===== src/rtl/elastic_fifo.sv =====
`timescale 1ns/1ps
// elastic_fifo: valid/ready token buffer built as a circular buffer of
// NUM_SLOTS entries. The head and tail pointers wrap at NUM_SLOTS-1, so the
// depth does not have to be a power of two. A full flag tells a completely
// full buffer apart from an empty one when head == tail.
// Optional feature: define ELASTIC_FIFO_BYPASS_EN to add a zero-latency
// pass-through path. That path is used only while the buffer is empty.
module elastic_fifo #(
    parameter int NUM_SLOTS = 4,
    parameter int DATA_TYPE = 32
) (
    input  logic                 clk,
    input  logic                 rst,
    input  logic [DATA_TYPE-1:0] ins,
    input  logic                 ins_valid,
    output logic                 ins_ready,
    output logic [DATA_TYPE-1:0] outs,
    output logic                 outs_valid,
    input  logic                 outs_ready
);

    localparam int PTR_W = (NUM_SLOTS > 1) ? $clog2(NUM_SLOTS) : 1;
    localparam logic [PTR_W-1:0] LAST_SLOT = PTR_W'(NUM_SLOTS - 1);

    logic [DATA_TYPE-1:0] r_mem [NUM_SLOTS];
    logic [PTR_W-1:0]     r_head;
    logic [PTR_W-1:0]     r_tail;
    logic                 r_full;

    logic                 w_empty;
    logic                 w_bypass;
    logic                 w_push;
    logic                 w_pop;
    logic [PTR_W-1:0]     w_head_nxt;
    logic [PTR_W-1:0]     w_tail_nxt;

    function automatic logic [PTR_W-1:0] f_next(input logic [PTR_W-1:0] p);
        if (p == LAST_SLOT)
            return '0;
        return p + PTR_W'(1);
    endfunction

    // Output channel and handshake decode. ins_ready depends only on r_full,
    // so there is never a combinational path from outs_ready to ins_ready.
    always_comb begin
        w_empty    = (r_head == r_tail) && !r_full;
        ins_ready  = !r_full;
`ifdef ELASTIC_FIFO_BYPASS_EN
        // A token that passes straight through while the buffer is empty is
        // never written to memory.
        w_bypass   = w_empty && ins_valid && outs_ready;
        outs       = w_empty ? ins : r_mem[r_head];
        outs_valid = w_empty ? ins_valid : 1'b1;
`else
        w_bypass   = 1'b0;
        outs       = r_mem[r_head];
        outs_valid = !w_empty;
`endif
        w_push     = ins_valid && ins_ready && !w_bypass;
        w_pop      = !w_empty && outs_ready;
        w_head_nxt = f_next(r_head);
        w_tail_nxt = f_next(r_tail);
    end

    // Payload storage. Reset clears every entry, so outs reads 0 after reset.
    always_ff @(posedge clk) begin
        if (rst) begin
            for (int i = 0; i < NUM_SLOTS; i++)
                r_mem[i] <= '0;
        end else if (w_push) begin
            r_mem[r_tail] <= ins;
        end
    end

    // Pointer and full-flag update. A simultaneous push and pop leaves r_full unchanged.
    always_ff @(posedge clk) begin
        if (rst) begin
            r_head <= '0;
            r_tail <= '0;
            r_full <= 1'b0;
        end else begin
            if (w_push)
                r_tail <= w_tail_nxt;
            if (w_pop)
                r_head <= w_head_nxt;
            if (w_push && !w_pop)
                r_full <= (w_tail_nxt == r_head);
            else if (w_pop && !w_push)
                r_full <= 1'b0;
        end
    end

endmodule


===== config.mk =====
export PLATFORM = sky130hd
export DESIGN_NAME = elastic_fifo
export DESIGN_NICKNAME = d
export VERILOG_FILES = /design/src/rtl/elastic_fifo.sv
export SDC_FILE = /design/constraint.sdc
export NUM_CORES = 1
export LEC_CHECK = 0
export CORE_ASPECT_RATIO = 0.6
export CORE_MARGIN = 3
export CORE_UTILIZATION = 60
export DETAILED_ROUTE_END_ITERATION = 10
export PLACE_DENSITY = 0.85
export SETUP_SLACK_MARGIN = 0.15
export SYNTH_ARGS = -nofsm -noshare
export SYNTH_HDL_FRONTEND = slang
export SYNTH_SLANG_ARGS = --single-unit

===== constraint.sdc =====
create_clock -name clk -period 5.45 [get_ports clk]
set_clock_uncertainty 0.15 [all_clocks]
set_input_delay 1.09 -clock clk [delete_from_list [all_inputs] [get_ports clk]]
set_output_delay 1.09 -clock clk [all_outputs]
set_load 0.01 [all_outputs]

==> run_results.csv, run 1 <==
group,metric,value,unit
run_status,status,"finished clean",
sta,slew_headroom,33.5,%
cts,clk_pin_slew,50,ps
synth,syn_inst,363,
routing,antenna_left,0,
final_layout,synthToLayoutAreaGrowth,22.3,%
placement,place_hpwl,7.11,mm
cts,cts_root_buf,"clkbuf_16",
routing,drc_errors,0,
synth,synth_top_area_share,64.3,%
sta,setup_viol,0,
grt,grt_first_pass_wirelength,19.3,mm
cts,cts.sinks,135,
synth,synth_edf_count,128,
placement,io_buffers,69,
synth,synth_fp_nets,402,
synth,synth_top_area_cell,"edfxtp_1",
final_layout,drive_above_1_share,22.7,%
sta,timing.setup.tns,0,ps
cts,cts_made_buffers,17,
routing,drtPass1Iterations,4,
sta,fmax,255,MHz
critical_path,path_class,"reg2out",
routing,via_per_inst,5.81,
critical_path,cp_cell_sequence,"buf_4, mux4_2, clkdlybuf4s50_1",
sta,fin_crit,3930,ps
routing,drt_iter0_markers,282,
cts,htree_levels,4,
floorplanning,rows,27,
grt,grt_usage,23.2,%
routing,routedWlPerCell,21.2,µm
synth,synth-main-ff-cell,"edfxtp_1",
cts,worstSkewPairLatency,420,ps
critical_path,worstPathArrival,2690,ps
min_path,hold_path_class,"reg2reg",
grt,grt_max_degree,34,
cts,cts_buffer_depth,2,
cts,post_cts_buffers,0,
synth,synth.distinct_cells,39,
final_layout,layout.nets,471,
placement,gp_congestion,0.725,
final_layout,fillCellCount,524,
critical_path,worst_path_largest_cell_delay,790,ps
grt,grt_overflow,0,
synth,avgSynthCellArea,16.5,µm²
cts,cts_resized,0,
synth,yosysMostFrequentCell,"edfxtp_1",
sta,rsz0062_at_grt,"false",
synth,ys_ff_latch,135,
final_layout,num_antenna_cells,0,
floorplanning,initial_core_util,63.5,%
routing,finalWirelength,12.2,mm
synth,yosys_warnings,0,
critical_path,crit_fanout,20,
synth,synth_commonest_cells,"edfxtp_1 (128), and2_1 (103), mux4_2 (32), and2_2 (25), clkbuf_1 (14)",
pwr,p_leak,2.66,nW
synth,netlist_area,0.00598,mm²
critical_path,crit_slowest_cell,"dfxtp_2",
critical_path,end_kind,"output port",
synth,ys_top_cells_by_area,"edfxtp_1 (64%), mux4_2 (12%), and2_1 (11%)",
pwr,worst_ir_drop_vdd,246,µV
routing,dr_total_vias,3339,
job,cap_violations,0,
floorplanning,pin_count,70,
sta,whs,516,ps
cts,cts_tree,"done",
sta,hold_viol,0,
sta,slew_violations,0,
floorplanning,core_area,0.00943,mm²
sta,worst_slew_pin_slew,998,ps
cts,cts.hold.buffers_added,0,
sta,period_share,72.0,%
synth,synthArstFlopShare,0,%
critical_path,crit_path_start_kind,"register",
critical_path,cp.required,4210,ps
floorplanning,die_area,0.0112,mm²
floorplanning,fp.dieH,83.3,µm
grt,grt_pass1_vias,3503,
floorplanning,die_w,135,µm
grt,antenna_found_initial,0,
synth,ys_seq_area_share,66.6,%
pwr,p_per_area,364,mW/mm²
power by group:
group          leakage, nW  total, mW  switching (mW)  internal (mW)
Combinational         1.00      0.324           0.139          0.184
Clock                0.272       1.08           0.402          0.674
Sequential            1.39       1.26          0.0447           1.21
Total                 2.66       2.66           0.586           2.07
flip-flops by register name, indices dropped and copies added, names as in the netlist, named ones only:
| name | cells |
|---|---|
| r_tail | 2 |
| r_mem | 128 |
| r_full | 1 |
| r_head | 2 |
per-layer routing:
metal  wire, µm  global-route usage [%]  up-vias  part of all wire (%)
met3        623                    6.11       23                   5.1
met5          0                       0        -                     0
met2       5890                    35.8      121                    48
met1       5450                    32.5     1710                    45
met4        218                    7.95        0                   1.8
li1           -                       -     1485                     -
stage by stage:
stage	setup WS [ps]	power [mW]	cell area [µm²]	instances	util [%]
4_1_cts	1450	2.67	7310	575	77.6
3_3_place_gp	1500	1.59	6760	543	71.8
6_report	1520	2.66	7310	575	77.6
3_5_place_dp	1450	1.60	6760	543	71.8
2_1_floorplan	2680	1.44	5980	363	-
5_1_grt	1330	2.74	7310	575	77.6
cell type report:
class	count	area, µm²	share of cell area (%)
Clock buffer	28	507	6.93
Clock inverter	4	45.0	0.616
Inverter	1	3.75	0.0513
Multi-Input combinational cell	203	1880	25.7
Sequential cell	135	3990	54.5
Tap cell	130	163	2.22
Timing Repair Buffer	74	728	9.96
critical path: cells and delay by family, from the launching register on:
kind	cells	cell delay, ps
buffers and inverters	2	910
DFF	1	790
muxes	1	550
layout by cell type (no fill, tap or decap), drive strengths merged, types with 2 or more instances in the layout:
cell type        n
and2           128
nand3            2
or2              3
nor2b            4
or3              3
nand2            4
mux2i            2
or3b             2
clkinv           3
nor3             2
ha               3
clkdlybuf4s50   69
dfxtp            7
clkbuf          28
edfxtp         128
nor2             4
buf              5
mux4            32
xor2             2
worst paths after layout:
path	start	endpoint	slack [ps]	cells after the start
max	register	outs[26]	1520	3
min	r_head[0]	register	520	3
max reg2reg	r_tail[0]	r_mem[2][13]	2770	4
min reg2reg	r_head[0]	register	520	3
cell families (layout without fill, tap and decap cells):
group           Yosys count  count (layout)  synth area share, %
simple gates            156             156                 17.0
flops                   135             135                 66.6
compound gates            6               6                0.690
fa+ha+maj                 3               3                0.628
mux                      35              35                 12.6
buf+inv                  25             107                 2.05
xor+xnor                  3               3                0.439
Power figures use the tool's default switching activity.
==> run 2, diff against run 1 <==
--- a/config.mk
+++ b/config.mk
@@ -7,9 +7,9 @@
 export LEC_CHECK = 0
 export CORE_ASPECT_RATIO = 0.6
 export CORE_MARGIN = 3
-export CORE_UTILIZATION = 60
+export CORE_UTILIZATION = 50
 export DETAILED_ROUTE_END_ITERATION = 10
-export PLACE_DENSITY = 0.85
+export PLACE_DENSITY = 0.75
 export SETUP_SLACK_MARGIN = 0.15
 export SYNTH_ARGS = -nofsm -noshare
 export SYNTH_HDL_FRONTEND = slang
==> constraint.sdc (replaced) <==
create_clock -name clk -period 3.5 [get_ports clk]
set_clock_uncertainty 0.15 [all_clocks]
set_input_delay 0.7 -clock clk [delete_from_list [all_inputs] [get_ports clk]]
set_output_delay 0.7 -clock clk [all_outputs]
set_load 0.01 [all_outputs]
==> run_results.csv, run 2 (synthesized netlist as in run 1, its figures left out) <==
group,metric,value,unit
sta,timing.setup.tns,0,ps
grt,grt_pass1_vias,3503,
floorplanning,die_w,147,µm
grt,busiest_layer,"met2",
cts,worstSkewPairLatency,420,ps
placement,gp_congestion,0.781,
final_layout,fin_util,65.6,%
final_layout,num_antenna_cells,0,
floorplanning,pin_count,70,
critical_path,crit_fanout,17,
sta,rsz0062_at_grt,"false",
routing,drc_errors,0,
pwr,worst_ir_drop_vdd,387,µV
cts,clk_pin_slew,50,ps
sta,fin_crit,3120,ps
final_layout,fillCellCount,819,
final_layout,top_register,"r_mem",
sta,hold_viol,0,
final_layout,final_cell_mix,"edfxtp_1 (128), and2_1 (103), clkdlybuf4s50_1 (69)",
sta,setup_viol,0,
cts,post_cts_buffers,0,
pwr,p_per_area,579,mW/mm²
sta,fin_ws,377,ps
grt,grt.met3_usage,6.42,%
critical_path,crit_slowest_cell,"mux4_2",
critical_path,crit_path_start_kind,"register",
routing,routedWlPerCell,19.7,µm
min_path,min-delay-start,"r_head[1]",
final_layout,drive_above_1_share,24.1,%
grt,gr-usage-met1,26.9,%
sta,whs,531,ps
sta,period_share,89.2,%
critical_path,cp.required,2650,ps
placement,io_buffers,69,
job,cap_violations,0,
final_layout,biggestRegsByFlops,"r_mem: 128 flops, r_head: 2 flops, r_tail: 2 flops",
floorplanning,fp.dieH,90.7,µm
placement,place_hpwl,7.31,mm
critical_path,critPathBufInv,2,
final_layout,largest_reg_flops,128,
pwr,p_leak,2.75,nW
routing,drtPass1Iterations,4,
grt,grt_first_pass_wirelength,19.0,mm
cts,cts_tree,"done",
routing,drt_iter0_markers,272,
critical_path,critical_path.top_delay_family,"buffers and inverters",
critical_path,r2r-start,"r_tail[1]",
grt,antenna_found_initial,0,
sta,fmax,320,MHz
cts,cts_root_buf,"clkbuf_16",
placement,dp_slack,621,ps
critical_path,worstPathArrival,2270,ps
critical_path,worst_path_largest_cell_delay,560,ps
final_layout,layoutNonFillerInstCount,612,
floorplanning,core_area,0.0115,mm²
floorplanning,rows,30,
min_path,hold_path_class,"reg2reg",
grt,grt_max_degree,33,
routing,dr_total_vias,3283,
critical_path,path_class,"reg2out",
final_layout,layout.nets,479,
routing,via_per_inst,5.36,
routing,finalWirelength,12.1,mm
critical_path,cp_cell_sequence,"buf_12, mux4_2, clkdlybuf4s50_1",
routing,antenna_left,0,
run_status,status,"finished clean",
floorplanning,initial_core_util,52.1,%
floorplanning,die_area,0.0134,mm²
cts,cts.hold.buffers_added,0,
placement,placedCellCount,581,
final_layout,mostFrequentLayoutCell,"edfxtp_1",
cts,cts.sinks,135,
sta,slew_headroom,41.4,%
sta,slew_violations,0,
grt,grt_overflow,0,
grt,grt_usage,19.3,%
critical_path,end_kind,"output port",
sta,worst_slew_pin_slew,879,ps
cts,cts_buffer_depth,2,
cts,htree_levels,4,
final_layout,synthToLayoutAreaGrowth,26.1,%
grt,grt_use_met2,28.8,%
cts,cts_made_buffers,17,
cts,cts_resized,0,
[run 2: area by class of cell]
type	instances	area, µm²	share of cell area [%]
multi-input cells	203	1880	25.0
repair buffers	82	851	11.3
inverters	1	3.75	0.0498
well taps	160	200	2.66
clock inverters	11	180	2.39
flip-flops and latches	135	3990	52.9
clock buffers	20	437	5.79
[run 2: path summary, 6_finish.rpt]
path | end | slack, ps | depth (start not counted)
setup / recovery | outs[30] | 380 | 3
hold reg to reg | register | 530 | 3
setup reg to reg | r_full | 1350 | 7
hold / removal | register | 530 | 3
[run 2: where the power goes]
part | switching, mW | internal [mW] | leakage (nW)
registers | 0.0550 | 1.89 | 1.39
clock network | 0.628 | 1.25 | 0.300
logic | 0.234 | 0.307 | 1.06
[run 2: worst reg2reg max path, stage by stage (launching register included)]
cell and delay (ps):
dfxtp_1 590, xor2_1 170, or3_1 400, nand2_1 100, ha_1 240, nor2b_1 120
nand4_1 110, a21oi_1 180
[run 2: per-layer routing]
metal | wire [µm] | share of wire [%]
met3 | 793 | 6.6
met1 | 5450 | 45
met2 | 5730 | 47
met5 | 0 | 0
met4 | 107 | 0.89
[run 2: per-stage QoR]
stage	power [mW]	cell area [µm²]
6_report	4.36	7540
5_1_grt	4.51	7540
4_1_cts	4.40	7540
3_5_place_dp	2.52	6920
3_3_place_gp	2.51	6920
2_1_floorplan	2.24	5980
